==> src/rtl/axi4_str_sink_if.sv <==
// axi4_str_sink_if: AXI4-Stream data/valid/ready bundle
interface axi4_str_sink_if #(parameter int DATA_WDTH = 8);
  logic [DATA_WDTH-1:0] tdata;
  logic                 tvalid;
  logic                 tready;
  modport master (output tdata, output tvalid, input tready);
  modport slave  (input tdata, input tvalid, output tready);
endinterface

==> src/rtl/axi4_str_sink.sv <==
// axi4_str_sink: AXIS sink checking an incrementing sequence; optional AXI4_STR_SINK_THROTTLE_EN LFSR ready throttle
module axi4_str_sink #(
  parameter int          DATA_WDTH = 8,
  parameter int          CNT_WDTH  = 16,
  parameter int          ERR_WDTH  = 8,
  parameter logic [15:0] LFSR_SEED = 16'hACE1
) (
  input  logic                 s_axis_clk,
  input  logic                 s_axis_areset,
  axi4_str_sink_if.slave       s_axis,
  input  logic                 clr,
  output logic                 synced,
  output logic [CNT_WDTH-1:0]  beat_cnt,
  output logic [ERR_WDTH-1:0]  err_cnt,
  output logic                 err_flag,
  output logic [DATA_WDTH-1:0] first_err_exp,
  output logic [DATA_WDTH-1:0] first_err_got
);
  typedef enum logic {SYNC, TRACK} state_t;
  state_t               r_state;
  logic                 r_synced;
  logic                 r_tready;
  logic [CNT_WDTH-1:0]  r_beat_cnt;
  logic [ERR_WDTH-1:0]  r_err_cnt;
  logic                 r_err_flag;
  logic [DATA_WDTH-1:0] r_first_exp;
  logic [DATA_WDTH-1:0] r_first_got;
  logic [DATA_WDTH-1:0] r_exp;
  logic                 w_acc;
  logic                 w_tready_nxt;
  if (LFSR_SEED == 16'h0) begin : g_bad_seed
    $error("LFSR_SEED must be nonzero");
  end
`ifdef AXI4_STR_SINK_THROTTLE_EN
  logic [15:0] r_lfsr;
  // Fibonacci LFSR x^16+x^14+x^13+x^11+1, free-running outside reset and untouched by clr
  always_ff @(posedge s_axis_clk) begin
    if (s_axis_areset) r_lfsr <= LFSR_SEED;
    else r_lfsr <= {r_lfsr[14:0], r_lfsr[15] ^ r_lfsr[13] ^ r_lfsr[12] ^ r_lfsr[10]};
  end
  assign w_tready_nxt = ~(r_lfsr[1] & r_lfsr[0]);
`else
  assign w_tready_nxt = 1'b1;
`endif
  assign w_acc         = s_axis.tvalid & r_tready;
  assign s_axis.tready = r_tready;
  assign synced        = r_synced;
  assign beat_cnt      = r_beat_cnt;
  assign err_cnt       = r_err_cnt;
  assign err_flag      = r_err_flag;
  assign first_err_exp = r_first_exp;
  assign first_err_got = r_first_got;
  // Sequence tracker FSM with statistics; clr wins over a beat in the same cycle
  always_ff @(posedge s_axis_clk) begin
    if (s_axis_areset) begin
      r_state     <= SYNC;
      r_synced    <= 1'b0;
      r_tready    <= 1'b0;
      r_beat_cnt  <= '0;
      r_err_cnt   <= '0;
      r_err_flag  <= 1'b0;
      r_first_exp <= '0;
      r_first_got <= '0;
      r_exp       <= '0;
    end else begin
      r_tready <= w_tready_nxt;
      if (clr) begin
        r_state     <= SYNC;
        r_synced    <= 1'b0;
        r_beat_cnt  <= '0;
        r_err_cnt   <= '0;
        r_err_flag  <= 1'b0;
        r_first_exp <= '0;
        r_first_got <= '0;
        r_exp       <= '0;
      end else if (w_acc) begin
        r_beat_cnt <= (&r_beat_cnt) ? r_beat_cnt : r_beat_cnt + 1'b1;
        if (r_state == SYNC) begin
          r_exp    <= s_axis.tdata + 1'b1;
          r_state  <= TRACK;
          r_synced <= 1'b1;
        end else if (s_axis.tdata == r_exp) begin
          r_exp <= r_exp + 1'b1;
        end else begin
          r_err_cnt  <= (&r_err_cnt) ? r_err_cnt : r_err_cnt + 1'b1;
          r_err_flag <= 1'b1;
          r_exp      <= s_axis.tdata + 1'b1;
          if (!r_err_flag) begin
            r_first_exp <= r_exp;
            r_first_got <= s_axis.tdata;
          end
        end
      end
    end
  end
endmodule

==> src/flat_wrapper.sv <==
// flat-port wrapper written by rule: the top's interface ports become plain ports
module axi4_str_sink_flat 
#(
  parameter int          DATA_WDTH = 8,
  parameter int          CNT_WDTH  = 16,
  parameter int          ERR_WDTH  = 8,
  parameter logic [15:0] LFSR_SEED = 16'hACE1
)
  (s_axis_clk, s_axis_areset, clr, synced, beat_cnt, err_cnt, err_flag, first_err_exp, first_err_got, s_axis_tdata, s_axis_tvalid, s_axis_tready);
  axi4_str_sink_if #(.DATA_WDTH(DATA_WDTH)) s_axis_i ();
  input  logic s_axis_clk;
  input  logic s_axis_areset;
  input  logic clr;
  output logic synced;
  output logic [CNT_WDTH-1:0] beat_cnt;
  output logic [ERR_WDTH-1:0] err_cnt;
  output logic err_flag;
  output logic [DATA_WDTH-1:0] first_err_exp;
  output logic [DATA_WDTH-1:0] first_err_got;
  input wire logic [$bits(s_axis_i.tdata)-1:0] s_axis_tdata;
  input wire logic [$bits(s_axis_i.tvalid)-1:0] s_axis_tvalid;
  output wire logic [$bits(s_axis_i.tready)-1:0] s_axis_tready;
  assign s_axis_i.tdata = s_axis_tdata;
  assign s_axis_i.tvalid = s_axis_tvalid;
  assign s_axis_tready = s_axis_i.tready;
  axi4_str_sink #(.DATA_WDTH(DATA_WDTH), .CNT_WDTH(CNT_WDTH), .ERR_WDTH(ERR_WDTH), .LFSR_SEED(LFSR_SEED)) u_core (.s_axis_clk(s_axis_clk), .s_axis_areset(s_axis_areset), .s_axis(s_axis_i), .clr(clr), .synced(synced), .beat_cnt(beat_cnt), .err_cnt(err_cnt), .err_flag(err_flag), .first_err_exp(first_err_exp), .first_err_got(first_err_got));
endmodule
==> config.mk <==
export PLATFORM = sky130hd
export DESIGN_NAME = axi4_str_sink_flat
export DESIGN_NICKNAME = d
export VERILOG_FILES = /design/src/rtl/axi4_str_sink_if.sv /design/src/rtl/axi4_str_sink.sv /design/src/flat_wrapper.sv
export SDC_FILE = /design/constraint.sdc
export NUM_CORES = 1
export LEC_CHECK = 0
export CORE_UTILIZATION = 45
export CTS_CLUSTER_DIAMETER = 80
export DETAILED_ROUTE_END_ITERATION = 8
export GPL_TIMING_DRIVEN = 0
export PLACE_DENSITY_LB_ADDON = 0.3
export SYNTH_ARGS = -nofsm -noshare
export SYNTH_HDL_FRONTEND = slang
export SYNTH_SLANG_ARGS = --single-unit
==> constraint.sdc <==
create_clock -name s_axis_clk -period 1.9 [get_ports s_axis_clk]
set_clock_uncertainty 0.1 [all_clocks]
set_input_delay 0.285 -clock s_axis_clk [delete_from_list [all_inputs] [get_ports s_axis_clk]]
set_output_delay 0.285 -clock s_axis_clk [all_outputs]
set_load 0.05 [all_outputs]
Word level (Yosys, flattened, before mapping)
Index checks and enable logic that the tools add are counted.

word-level totals
  RAM bits = 0
  register bits after elaboration = 52
  latch bits = 0
  logic and storage cells = 31
  output and inout bits = 43
  memory bits (read-only) = 0
  memories = 0
  bits of input ports = 12

operators by class
  div/mod/pow operators = 0
  add/sub/neg operators = 4
  order comparisons = 0
  shifts and indexed selects = 0
  multiplexer cells = 3
  eq/ne operators = 1
  bitwise operators = 6
  reductions and logical operators = 8
  multipliers = 0

operator list
  kind                                                              count
  8-bit by 1-bit adder with 8-bit output (second input constant)    3
  16-bit by 1-bit adder with 16-bit output (second input constant)  1
  8-bit two-way mux                                                 2
  16-bit AND reduction                                              1
  8-bit == test                                                     1
  4-bit AND reduction                                               2
  8-bit AND reduction                                               1
  1-bit inverter                                                    5
  2-bit AND reduction                                               2
  3-bit AND reduction                                               1
  2-bit OR reduction                                                1
  1-bit bitwise AND                                                 1
  1-bit two-way mux                                                 1

Depth between registers and ports, before layout
  depth after elaboration = 3
  mapped depth = 7
  gate-level depth less buffers = 6

Worst setup path after synthesis
Ideal clock, no wire load.

  path type = reg-to-reg
  start = register u_core.r_beat_cnt[6], in the netlist u_core.beat_cnt[6]
  end = register u_core.r_beat_cnt[7], in the netlist u_core.beat_cnt[7]
  cell stages (with the launch flop) = 7
  data required time = 1.672 ns
  setup slack = -0.327 ns
  period minus slack after synthesis = 2.227 ns
  arrival = 1.999 ns
  setup time = 0.128 ns
  buffers on the path = 1
  cell sequence = dfxtp_1 > nand4_1 > or4_1 > clkbuf_1 > o2111ai_1 > xor2_1 > nor2_1

between the ends
  longest elaborated chain between the ends = 3
  elaborated cells between the ends (all ways) = 4
  classes of those cells = 1 x add/sub; 1 x bitwise; 2 x reduce/logical

RTL lines
  item                                                                              RTL line             source
  start, declared                                                                   axi4_str_sink.sv:23  logic [CNT_WDTH-1:0] r_beat_cnt;
  start signal, assigned                                                            axi4_str_sink.sv:77  r_beat_cnt <= (&r_beat_cnt) ? r_beat_cnt : r_beat_cnt + 1'b1;
  branches (longest 3 deep; another with 16-bit by 1-bit adder with 16-bit output)  -

Several ways; the timed one is not identified.
A chain may end at the register's enable or synchronous reset.

Worst setup path after layout
  start = register u_core.r_first_exp[7], in the netlist u_core.first_err_exp[7]
  end = output port first_err_exp[7]

RTL lines
  item                    RTL line             source
  start, declared         axi4_str_sink.sv:26  logic [DATA_WDTH-1:0] r_first_exp;
  start signal, assigned  axi4_str_sink.sv:89  r_first_exp <= r_exp;
  end, declared           flat_wrapper.sv:18   output logic [DATA_WDTH-1:0] first_err_exp;

No word-level cell between the ends.

==> results.ini <==
[floorplanning]
coreArea_mm2 = 0.00527
io_pins = 55
row_count = 26
die_w_um = 77
die_h_um = 77
initial_core_util = 0.480
dieArea_mm2 = 0.00593

[global_route]
grt_overflow = 0
antenna_found_initial = 0
grt_pass1_wl_um = 10100
grtUsageTotal = 0.210
grt_pass1_vias = 2111
grt_max_degree = 16

[route]
wl_per_cell_um = 14.4
drtIter0Drc = 123
first_pass_iters = 4
via_count = 2312
routed_wl_um = 6180
drc = 0
ant_nets = 0
avgViaCountPerCell = 5.40

[pwr]
combPwrFrac = 0.091
seqPwrFrac = 0.581
clkPwrFrac = 0.328
p_sw_frac = 0.256
intPower_mw = 1.41
powerDensity_mw_per_mm2 = 545
p_leak_nw = 1.59
switchingPower_mw = 0.486
p_total_mw = 1.90
vdd_drop_max_v = 0.000385

[clocking]
cts.htree.levels = 2
cts-root-buf = clkbuf_8
clkTransAtPathRegs_ps = 90
cts_tree = built
cts_buffers = 5
clock_sinks = 52
clock_latency_ps = 320
clk_path_buf_depth = 2

[synth]
synthesis.area_mm2 = 0.00253
yosys-top-cells-area = dfxtp_1, xor2_1, nor2_1
synthesis.instances = 293
synth_edf_count = 0
ys_ff_latch = 52
synth_nets = 309
synthArstFlopShare = 0
synth_sequential_area_ratio = 0.411
syn_avg_cell_area_um2 = 8.64
synth_top_area_cell = dfxtp_1
ys.flop_type = dfxtp_1
yosysUniqueCellTypes = 41
ys.warnings.count = 0
synthTopCellsByCount = dfxtp_1, nor2_1, nand2_1
synth_top_area_frac = 0.411

[sta]
fin_crit_sh = 0.974
final-hold-violation-count = 0
final-max-slew-violation-count = 0
setup_viol_count_final = 0
tightest_slew_ps = 646
worst_slack_ps = 49.6
rsz0062_at_grt = yes
finalSetupTns_ps = 0
clock.fmax_ghz = 0.540
layout_min_cycle_time_ps = 1850
slew_headroom = 0.568

[critical_path]
end_kind = output pin
critPathLaunchType = flip-flop
max_stage_delay_ps = 820
crit_path_cell_trace = clkdlybuf4s50_1
worst_path_max_delay_cell = clkdlybuf4s50_1
rrSetupSlack_ps = 70
worst-path-buf-inv = 1
arrival_ps = 1470
required_ps = 1510
cp_top_family = buffers and inverters
crit_type = reg2out
path_max_fanout = 2

[layout]
fill_cells = 434
nets = 373
area_delta_synth_final_pct = 37.4
diodes = 0
multi_input_area_mm2 = 0.00151
layout-drive-gt1-share = 0.176
regArea_mm2 = 0.00109

[placed_design]
portBuffers = 54
dp_slack_ps = -683
gp_congestion = 0.840
dpl.hpwl_um = 4220

[outcome]
status = finished, final reports clean

[flow_run]
maxCapViolCount = 0

[min_path]
hp-class = in2reg

## layer usage
layer,track usage,up-vias,routed length (µm)
met5,0,-,0
met3,0.0405,5,247
li1,-,1141,-
met1,0.275,1111,2850
met2,0.351,55,3030
met4,0.0604,0,53
## power groups by stage
stage	registers, mW	logic (mW)	clock network, mW
6_report	1.10	0.173	0.622
2_1_floorplan	1.14	0.0821	0
3_5_place_dp	1.13	0.158	0
3_3_place_gp	1.13	0.156	0
5_1_grt	1.10	0.186	0.690
4_1_cts	1.10	0.162	0.631
## flip-flops by register name, summed over array words and instances, names as in the netlist
signal / cells
u_core.err_cnt: 8
u_core.first_err_got: 8
u_core.err_flag: 1
u_core.r_state: 1
u_core.synced: 1
u_core.r_exp: 8
u_core.beat_cnt: 16
u_core.s_axis.tready: 1
u_core.first_err_exp: 8
## worst paths after layout
kind	start	endpoint	depth (start not counted)
max reg2reg	u_core.r_exp[5]	u_core.r_exp[4]	6
max	u_core.first_err_exp[7]	first_err_exp[7]	1
min	s_axis_tdata[5]	u_core.first_err_got[5]	3
min reg2reg	u_core.synced	u_core.synced	2
## final cells by class
| cell class | instances | area share |
|---|---|---|
| Tap cell | 70 | 0.0252 |
| Buffer | 12 | 0.0252 |
| Clock buffer | 6 | 0.0209 |
| Sequential cell | 52 | 0.314 |
| Clock inverter | 2 | 0.00324 |
| Inverter | 3 | 0.00324 |
| Timing Repair Buffer | 58 | 0.174 |
| Multi-Input combinational cell | 225 | 0.434 |
## worst register-to-register path, stage by stage, from the launching register on
cell and delay (ps):
dfxtp_2 370, xor2_2 200, nor4_4 470, nand3_2 170
buf_8 170, a21o_1 160, a31oi_1 120
## metrics by stage
stage,std cells,area (µm²),hold WS (ps),util
after global placement,417,3200,356,0.606
final,428,3480,338,0.660
after detailed placement,417,3200,369,0.606
after CTS,427,3340,390,0.633
after floorplan,293,2570,241,-
after global routing,428,3480,348,0.660
## logic make-up (layout without fill, tap and decap cells)
kind of cell / after synthesis / in the layout / synth area share
and+or+nand+nor: 136 / 136 / 0.261
muxes: 19 / 19 / 0.0751
AOI/OAI and AO/OA: 38 / 38 / 0.108
DFF: 52 / 52 / 0.411
buffers and inverters: 16 / 81 / 0.0282
adders and majority gates: 4 / 4 / 0.0198
xor gates and xnor gates: 28 / 28 / 0.0969
## layout by cell type, fill, tap and decap left out, types with 15 or more instances in the layout
master and count:
nor2_1 52, dfxtp_2 15, nand3_1 18, dlygate4sd2_1 15
nand2_1 27, xor2_1 16, dlymetal6s2s_1 18, dfxtp_1 28
mux2i_1 18, clkdlybuf4s50_1 21
## timing repair
item / 4_1_cts / 5_1_grt
endpoints found under the setup margin: 47 / 52
hold buffers: 0 / 0
cloned: 0 / 1
hold endpoints to repair: 0 / 0
buffers inserted: 3 / 1
pin swaps: 5 / 4
resized for setup: 28 / 48
Note: power is estimated with default switching activity, not from simulation.
